**config.mk**
```make
export PLATFORM = sky130hd
export DESIGN_NAME = matrix_seq
export DESIGN_NICKNAME = d
export VERILOG_FILES = /design/src/rtl/matrix_seq.sv
export SDC_FILE = /design/constraint.sdc
export NUM_CORES = 1
export LEC_CHECK = 0
export BUFFER_PORTS_ARGS = -buffer_cell sky130_fd_sc_hd__buf_4
export CORE_MARGIN = 4
export CORE_UTILIZATION = 35
export CTS_CLUSTER_SIZE = 10
export DETAILED_ROUTE_END_ITERATION = 10
export PLACE_DENSITY = 0.59
export RECOVER_POWER = 50
export SYNTH_ARGS = -nofsm -noshare
export SYNTH_HDL_FRONTEND = slang
export SYNTH_SLANG_ARGS = --single-unit
export TNS_END_PERCENT = 100
```
**constraint.sdc**
```tcl
create_clock -name CLK -period 3.15 [get_ports CLK]
set_clock_uncertainty 0.15 [all_clocks]
set_input_delay 0.63 -clock CLK [delete_from_list [all_inputs] [get_ports CLK]]
set_output_delay 0.63 -clock CLK [all_outputs]
set_load 0.005 [all_outputs]
```
**src/rtl/matrix_seq.sv**
```systemverilog
`default_nettype none
// ============================================================================
//  Module   : matrix_seq
//  Purpose  : Load/read sequencer for one matrix storage instance. Accepts a
//             full matrix from the host write stream, then serves a set
//             number of complete read passes to the MAC engine, driving the
//             we/re strobes of the matrix control block.
//  Revision : 1.0  initial release
// ============================================================================
module matrix_seq #(
    parameter int ROW_W  = 10,
    parameter int COL_W  = 10,
    parameter int PASS_W = 8,
    parameter int RD_LAT = 2
) (
    input  logic              CLK,
    input  logic              RST,
    input  logic              start,
    input  logic [ROW_W-1:0]  cfg_rows,
    input  logic [COL_W-1:0]  cfg_cols,
    input  logic [PASS_W-1:0] cfg_passes,
    input  logic              wr_valid,
    output logic              wr_ready,
    input  logic              rd_req,
    output logic              we,
    output logic              re,
    output logic              rd_valid,
    output logic [ROW_W-1:0]  cur_row,
    output logic [COL_W-1:0]  cur_col,
    output logic              busy,
    output logic              load_done,
    output logic              done,
    output logic              err_start
);

    typedef enum logic [1:0] {
        S_IDLE = 2'd0,
        S_LOAD = 2'd1,
        S_READ = 2'd2,
        S_DONE = 2'd3
    } state_t;

    state_t r_state;
    state_t w_state_nxt;

    // Shadow copies of the configuration, frozen for the whole operation
    logic [ROW_W-1:0]  r_rows;
    logic [COL_W-1:0]  r_cols;
    logic [PASS_W-1:0] r_passes;

    // Position of the next element and completed-pass count
    logic [ROW_W-1:0]  r_row;
    logic [COL_W-1:0]  r_col;
    logic [PASS_W-1:0] r_pass;

    logic [RD_LAT-1:0] r_pipe;

    logic              w_we;
    logic              w_re;
    logic              w_wr_ready;
    logic              w_load_done;
    logic              w_done;
    logic              w_err_start;
    logic              w_col_last;
    logic              w_row_last;
    logic              w_last;
    logic [PASS_W-1:0] w_pass_inc;

    assign w_col_last = (r_col == r_cols);
    assign w_row_last = (r_row == r_rows);
    assign w_last     = w_col_last && w_row_last;
    assign w_pass_inc = r_pass + PASS_W'(1);

    // State register
    always_ff @(posedge CLK) begin
        if (RST) begin
            r_state <= S_IDLE;
        end else begin
            r_state <= w_state_nxt;
        end
    end

    // Next-state decode and strobes; everything is held low during reset
    always_comb begin
        w_state_nxt = r_state;
        w_wr_ready  = 1'b0;
        w_we        = 1'b0;
        w_re        = 1'b0;
        w_load_done = 1'b0;
        w_done      = 1'b0;
        w_err_start = 1'b0;
        if (!RST) begin
            w_err_start = start && (r_state != S_IDLE);
            case (r_state)
                S_IDLE: begin
                    if (start) begin
                        w_state_nxt = S_LOAD;
                    end
                end
                S_LOAD: begin
                    w_wr_ready = 1'b1;
                    w_we       = wr_valid;
                    if (wr_valid && w_last) begin
                        w_load_done = 1'b1;
                        w_state_nxt = S_READ;
                    end
                end
                S_READ: begin
                    w_re = rd_req;
                    if (rd_req && w_last && (w_pass_inc == r_passes)) begin
                        w_state_nxt = S_DONE;
                    end
                end
                S_DONE: begin
                    w_done      = 1'b1;
                    w_state_nxt = S_IDLE;
                end
                default: begin
                    w_state_nxt = S_IDLE;
                end
            endcase
        end
    end

    // Config capture on start, element position walk and pass counting
    always_ff @(posedge CLK) begin
        if (RST) begin
            r_rows   <= '0;
            r_cols   <= '0;
            r_passes <= '0;
            r_row    <= '0;
            r_col    <= '0;
            r_pass   <= '0;
        end else if ((r_state == S_IDLE) && start) begin
            r_rows   <= cfg_rows;
            r_cols   <= cfg_cols;
            r_passes <= (cfg_passes == '0) ? PASS_W'(1) : cfg_passes;
            r_row    <= '0;
            r_col    <= '0;
            r_pass   <= '0;
        end else if (w_we || w_re) begin
            if (w_col_last) begin
                r_col <= '0;
                r_row <= w_row_last ? '0 : r_row + ROW_W'(1);
            end else begin
                r_col <= r_col + COL_W'(1);
            end
            if (w_re && w_last) begin
                r_pass <= w_pass_inc;
            end
        end
    end

    // Read-data-valid delay line; keeps draining after the sequence ends
    generate
        if (RD_LAT == 1) begin : g_pipe_1
            always_ff @(posedge CLK) begin
                if (RST) begin
                    r_pipe <= '0;
                end else begin
                    r_pipe <= w_re;
                end
            end
        end else begin : g_pipe_n
            always_ff @(posedge CLK) begin
                if (RST) begin
                    r_pipe <= '0;
                end else begin
                    r_pipe <= {r_pipe[RD_LAT-2:0], w_re};
                end
            end
        end
    endgenerate

    assign wr_ready  = w_wr_ready;
    assign we        = w_we;
    assign re        = w_re;
    assign load_done = w_load_done;
    assign done      = w_done;
    assign err_start = w_err_start;
    assign rd_valid  = r_pipe[RD_LAT-1];
    assign cur_row   = r_row;
    assign cur_col   = r_col;
    assign busy      = (r_state != S_IDLE);

endmodule
`default_nettype wire

```
## Word-level counts from Yosys, hierarchy flattened

Index checks and enable logic that the tools add are counted.

| storage, ports and cells | value |
|---|---|
| register bits after elaboration | 60 |
| latch bits | 0 |
| RAM bits | 0 |
| bits in read-only memories | 0 |
| output and inout port bits | 28 |
| logic and storage cells | 54 |
| memories | 0 |

| operators by class | value |
|---|---|
| add/subtract/negate cells | 3 |
| multiply operators | 0 |
| div/mod/pow operators | 0 |
| order comparisons | 0 |
| equality and inequality tests | 9 |
| shifts and indexed selects | 0 |
| multiplexer cells | 19 |
| bitwise gates (word level) | 0 |
| reductions and logical operators | 15 |

Operators with widths:

| kind | number |
|---|---|
| $add A10 B1 Y10 const B | 2 |
| $eq A10 B10 Y1 | 2 |
| $mux W10 | 2 |
| $mux W1 | 12 |
| $add A8 B1 Y8 const B | 1 |
| $eq A8 B8 Y1 | 1 |
| $logic_not A8 Y1 | 1 |
| $mux W8 | 1 |
| $pmux W2 S4 | 1 |
| $logic_and A1 B1 Y1 | 7 |
| $mux W2 | 3 |
| $ne A2 B2 Y1 const B | 3 |
| $eq A2 B2 Y1 const B | 2 |
| $reduce_and A2 Y1 | 2 |
| $reduce_and A3 Y1 | 1 |
| $eq A2 B1 Y1 const B | 1 |
| $logic_not A2 Y1 | 1 |
| $reduce_bool A2 Y1 | 1 |
| $reduce_or A2 Y1 | 1 |
| $logic_or A1 B1 Y1 | 1 |

## Logic depth before layout (Yosys ltp)

Gate-level depths: netlist (run 1).

| depth | value |
|---|---|
| depth in word-level cells | 6 |
| mapped depth | 8 |
| mapped depth without buffers | 8 |

## Least setup slack after synthesis (run 1)

No wires, ideal clock.

| path | value |
|---|---|
| path type | reg-to-reg |
| from | register r_state[0] |
| to | register r_row[6] (netlist: cur_row[6]) |
| library setup time | 0.059 ns |
| arrival time | 2.059 ns |
| data required time | 2.941 ns |
| slack | 0.881 ns |
| cell stages (with the launch flop) | 9 |
| buffers on the path | 1 |
| cell sequence | dfxtp_1 inv_1 ha_1 nand2_1 nand2_1 a31o_2 clkbuf_1 or4_1 nand2_1 |

| on the way | value |
|---|---|
| cells in the longest elaborated chain, start to end | 5 |
| elaborated cells on any way between the ends | 11 |
| those cells by class | eq/ne: 2; mux: 4; reduce/logical: 5 |

Ends and longest elaborated chain:

| what | line | RTL |
|---|---|---|
| from (decl) | 43 | `state_t r_state;` |
| from (signal assigned) | 79 | `r_state <= w_state_nxt;` |
| $eq A2 B1 Y1 / $eq A2 B2 Y1 (equally long branches) | 94 | `case (r_state)` |
| $mux W1 | 94 |  |
| $mux W1 | 92 | `if (!RST) begin` |
| $logic_or A1 B1 Y1 | 141 | `end else if (w_we \|\| w_re) begin` |
| $reduce_and A2 Y1 (no line) | - |  |
| to (signal assigned) | 144 | `r_row <= w_row_last ? '0 : r_row + ROW_W'(1);` |
| to (decl) | 52 | `logic [ROW_W-1:0] r_row;` |

Several ways; a longest one is shown, not always the timed one.
A chain may end at the register's enable or synchronous reset.

## Final worst setup path (run 1)

| path | value |
|---|---|
| from | register r_col[4] (netlist: cur_col[4]) |
| to | output port load_done |

| on the way | value |
|---|---|
| cells in the longest elaborated chain, start to end | 6 |

Ends and longest elaborated chain:

| what | line | RTL |
|---|---|---|
| from (decl) | 53 | `logic [COL_W-1:0] r_col;` |
| from (signal assigned) | 146 | `r_col <= r_col + COL_W'(1);` |
| $eq A10 B10 Y1 | 69 | `assign w_col_last = (r_col == r_cols);` |
| $logic_and A1 B1 Y1 | 71 | `assign w_last = w_col_last && w_row_last;` |
| $logic_and A1 B1 Y1 | 103 | `if (wr_valid && w_last) begin` |
| $mux W1 | 103 |  |
| $mux W1 | 94 |  |
| $mux W1 | 92 |  |
| to (decl) | 31 | `output logic load_done,` |

No other way between the ends.

==> metrics.txt, run 1 <==
outcome=finished, final reports clean; Yosys top cell by area=dfxtp_1; Root Buffer=clkbuf_8; DP Worst Slack=651 ps; PostCTS Resize Cnt=0; CTS HTree Levels=3; reg2reg setup slack=510 ps; Yosys warning total=0; final instance area=3670 µm²; total number of placement rows=33; CP Depth=5; area growth from synthesis to layout=25.6%; die area=9870 µm²; largest net degree at the start of global routing=37; critical path required time=2370 ps; total congestion overflow=0; max incr delay on CP=570 ps; minimum clock period=2840 ps; Placer Congestion=0.780; Tcrit/Tclk final=0.903; Syn Inst Count=351; Worst Path Class, Setup=flip-flop to primary output; deepest clock path buffer count=2; R2R depth=7; cts hold-fix bufs=0; launch point of the worst path=cur_col[4]; CTS tree=done; Placeable Area=8180 µm²; clock group share of total power=0.291; first-pass GRT wire length=12.2 mm; Worst-path clk slew=70 ps; Final Hold Vio Count=0; Initial Utilization=0.357; final setup violating endpoints=0; Sw Pwr=0.784 mW; Die H=99.3 µm; die span in x=99.3 µm; RSZ-0062 raised after global routing=false; commonest non-fill, non-tap cell in the layout=nand2_1; ratio of cells with drive above 1 in the final layout=0.200; Rel. slew slack=0.408; Syn Area/Cell=8.32 µm²; most frequent cells in the layout=73 x nand2_1, 60 x dfxtp_1, 44 x buf_4; hpwl dp=5.45 mm; R2R Path Start=r_state[0]; crit path cell chain=xnor2_1 > nand4_1 > nor4_4 > and3_1 > buf_4; maximum vdd drop=0.215 mV; initial antenna violation count=0; Initial DRT Pass Iterations=4; reg2reg end=r_cols[9]; Internal Power=1.49 mW; Pwr Density=621 nW/µm²; Post-CTS Setup Inserts=0; vias in the first global route=2497; Flop pwr share=0.400; sequential-to-total area share from yosys stat=0.411; CP max FO=11; Cells on Worst Hold Path=1; placed inst area=3500 µm²; max-slew violations=0; Total Routing Usage GR=0.154; Worst Setup End Kind=primary output; number of buffers inserted by port buffering=60; Ant. Diodes=0; mapped cell area=2920 µm²; slowest stage cell, crit path=nor4_4; routed wire length=7.24 mm; Iteration-0 DRC Markers=142; Highest Clock Rate=0.352 GHz; drt via density=4.88; total number of vias=2563; drt wl/cell=13.8 µm; Slew @ Worst Pin=888 ps; critical path arrival=2060 ps; post-synthesis register bit count=60; DRT antenna net count=0; I/O pin cnt=61; share of the synthesized area in the top cell type=0.411; CP top delay family=simple AND/OR/NAND/NOR gates; final-stage net count=455; Buf/Inv on CP=1; Worst setup SP type=flip-flop; final worst slack=306 ps; Clock Sink Count=60; part of the power in combinational logic=0.308; crit path to=load_done; setup total negative slack=0 ps; residual DRC count=0; Hold WC Path Type=flip-flop to flip-flop; TritonCTS Buffers=9; synth top area cells=dfxtp_1 41%, nand2_1 9.4%, xor2_1 7.2%; library cells used by synthesis=39; clk_lat worst skew=340 ps; MaxCap Viol Count=0; LEAKAGE=1.51 nW; Syn Nets=391; sw frac=0.345
Yosys cell counts, drive strengths merged:
library cell and count:
nand2 73, o31ai 1, a2111oi 1, nor3b 1, a31oi 2, o21a 2, and2 1, nor4 4
or2 1, and4 1, and3 8, xor2 24, nand2b 2, dfxtp 60, a211oi 1, mux2i 4
xnor2 23, nand4 16, o32ai 1, nor2 29, ha 7, o31a 1, or4 5, o21ai 2
nand3 10, inv 10, o211ai 4, o211a 1, clkbuf 11, nor3 3, and4b 1, a31o 2
nor2b 2, a21oi 33, a41oi 1, buf 3
layer usage:
layer | share of wire | vias to the layer above | track usage
met5 | 0 | - | 0
met4 | 0.013 | 0 | 0.0567
met3 | 0.060 | 10 | 0.0358
met2 | 0.46 | 68 | 0.241
met1 | 0.47 | 1160 | 0.208
li1 | - | 1325 | -
through the flow:
step	hold WS [ps]	cells	power (mW)	utilization
floorplan	264	351	1.41	-
global placement	299	509	1.64	0.429
CTS	310	525	2.31	0.451
finish	311	525	2.27	0.448
global route	331	525	2.42	0.448
detailed placement	300	509	1.65	0.429
worst min-delay path by stage:
stage / startpoint / end / slack, ps
finish: r_pipe[0] / r_pipe[1] / 310
global route: r_pipe[0] / r_pipe[1] / 330
CTS: r_pipe[0] / r_pipe[1] / 310
detailed placement: r_pipe[0] / r_pipe[1] / 300
global placement: r_pipe[0] / r_pipe[1] / 300
floorplan: r_pipe[0] / r_pipe[1] / 260
layout make-up:
class                           count  area, µm²
Fill cell                         823       4510
Sequential cell                    60       1200
Clock inverter                      5       52.6
Tap cell                          105        131
Multi-Input combinational cell    267       1630
Inverter                           10       37.5
Timing Repair Buffer               67        484
Clock buffer                       11        131
sequential cells by signal, summed over array words and instances (netlist names):
register and count:
cur_col 10, r_cols 10, r_pipe 2, r_passes 8
r_state 2, r_pass 8, r_rows 10, cur_row 10
power groups by stage:
stage	logic (mW)	registers [mW]	clock network [mW]
2_1_floorplan	0.496	0.910	0
3_3_place_gp	0.706	0.929	0
3_5_place_dp	0.716	0.930	0
4_1_cts	0.719	0.912	0.679
5_1_grt	0.786	0.922	0.712
6_report	0.702	0.910	0.663
cell families after synthesis:
| group | Yosys count | share of synthesized area |
|---|---|---|
| simple gates | 157 | 0.255 |
| flops | 60 | 0.411 |
| compound gates | 52 | 0.115 |
| xor+xnor | 47 | 0.141 |
| buf+inv | 24 | 0.0330 |
| fa+ha+maj | 7 | 0.0300 |
| mux | 4 | 0.0137 |
Power figures use the tool's default switching activity.
==> run 2: changes to the inputs <==
Settings changed: MAX_ROUTING_LAYER set to met4, PLACE_DENSITY 0.59 to not set, SLEW_MARGIN set to 20.
==> metrics.txt, run 2 (synthesis gave the netlist of run 1 again) <==
Rel. slew slack=0.330; DP Worst Slack=714 ps; total number of vias=2597; setup total negative slack=0 ps; minimum clock period=2790 ps; Placer Congestion=0.817; number of buffers inserted by port buffering=60; R2R Path Start=r_state[0]; I/O pin cnt=61; reg2reg end=r_passes[0]; reg2reg setup slack=420 ps; CTS HTree Levels=3; first-pass GRT wire length=12.1 mm; MaxCap Viol Count=0; Pwr Density=677 nW/µm²; Initial Utilization=0.357; met3 usage=0.0435; DRT antenna net count=0; CTS tree=done; RSZ-0062 raised after global routing=false; Worst setup SP type=flip-flop; max-slew violations=0; largest net degree at the start of global routing=37; Slew @ Worst Pin=1000 ps; maximum vdd drop=0.335 mV; die area=9870 µm²; vias in the first global route=2492; deepest clock path buffer count=2; critical path required time=2370 ps; area growth from synthesis to layout=28.5%; total congestion overflow=0; clk_lat worst skew=340 ps; Clock Sink Count=60; GR Util met2=0.242; Cells on Worst Hold Path=1; total number of placement rows=33; most frequent cells in the layout=73 x nand2_1, 60 x dfxtp_1, 41 x buf_4; residual DRC count=0; R2R depth=7; final setup violating endpoints=0; Worst-path clk slew=70 ps; outcome=finished, final reports clean; PostCTS Resize Cnt=0; commonest non-fill, non-tap cell in the layout=nand2_1; Worst Setup End Kind=primary output; FILL cells=843; worst hold start=r_pipe[0]; Post-CTS Setup Inserts=0; Initial DRT Pass Iterations=4; Highest Clock Rate=0.358 GHz; cts hold-fix bufs=0; ratio of cells with drive above 1 in the final layout=0.205; most used routing layer=met2; worst hold endpoint=r_pipe[1]; initial antenna violation count=0; Root Buffer=clkbuf_8; drt wl/cell=13.9 µm; Tcrit/Tclk final=0.887; routed wire length=7.30 mm; Final Hold Vio Count=0; die span in x=99.3 µm; critical path arrival=2010 ps; Total Routing Usage GR=0.159; met1 GRT Util=0.207; overall power=2.54 mW; CP max FO=11; Ant. Diodes=0; Hold WC Path Type=flip-flop to flip-flop; Die H=99.3 µm; LEAKAGE=1.55 nW; hpwl dp=5.48 mm; TritonCTS Buffers=9; final worst slack=356 ps; drt via density=4.96; Iteration-0 DRC Markers=150; placed inst area=3500 µm²; Worst Path Class, Setup=flip-flop to primary output; final instance area=3750 µm²; Placeable Area=8180 µm²; final-stage net count=454
==> run 2: changes by cell type in the layout (fill, tap and decap cells not counted), sizes merged <==
cell / delta
clkbuf: +4
clkinvlp: -1
clkinv: -3
buf: -4
bufinv: +3
==> run 2: worst max path at each step <==
stage                           from         end  slack (ps)  cells past startpoint
after floorplan           r_state[0]  cur_row[6]         880                      8
after global placement           RST   load_done         690                      5
after detailed placement         RST  cur_col[7]         710                      7
after CTS                 cur_col[4]   load_done         330                      5
after global routing      r_state[0]   r_rows[7]         120                      7
final                     cur_col[4]   load_done         360                      5
==> run 2: per-layer routing <==
metal  routed length [µm]  vias to the layer above
li1                     -                     1327
met1                 3460                     1210
met3                  374                        9
met5                    0                        -
met4                   79                        0
met2                 3390                       51
==> run 2: final cells by class <==
class | instances | area, µm² | share of cell area
multi-input combinational | 267 | 1630 | 0.434
sequential | 60 | 1200 | 0.320
timing repair buffer | 66 | 488 | 0.130
clock buffer | 12 | 145 | 0.0387
tap | 105 | 131 | 0.0350
clock inverter | 4 | 120 | 0.0320
inverter | 10 | 37.5 | 0.0100
==> run 2: critical path, stage by stage (launching register included) <==
cell	delay, ps
dfxtp_1	420
xnor2_1	150
nand4_1	160
nor4_4	550
and3_1	280
buf_4	120
==> run 2: power breakdown <==
part / leakage (nW) / switching, mW / internal [mW]
sequential: 0.488 / 0.0699 / 0.844
clock: 0.131 / 0.297 / 0.628
combinational: 0.929 / 0.418 / 0.283
total: 1.55 / 0.785 / 1.76
==> run 2: stage by stage <==
step	std cells	util	hold slack, ps
global route	524	0.459	338
CTS	524	0.460	316
detailed placement	508	0.428	311
finish	524	0.459	314
global placement	508	0.428	299
floorplan	351	-	264
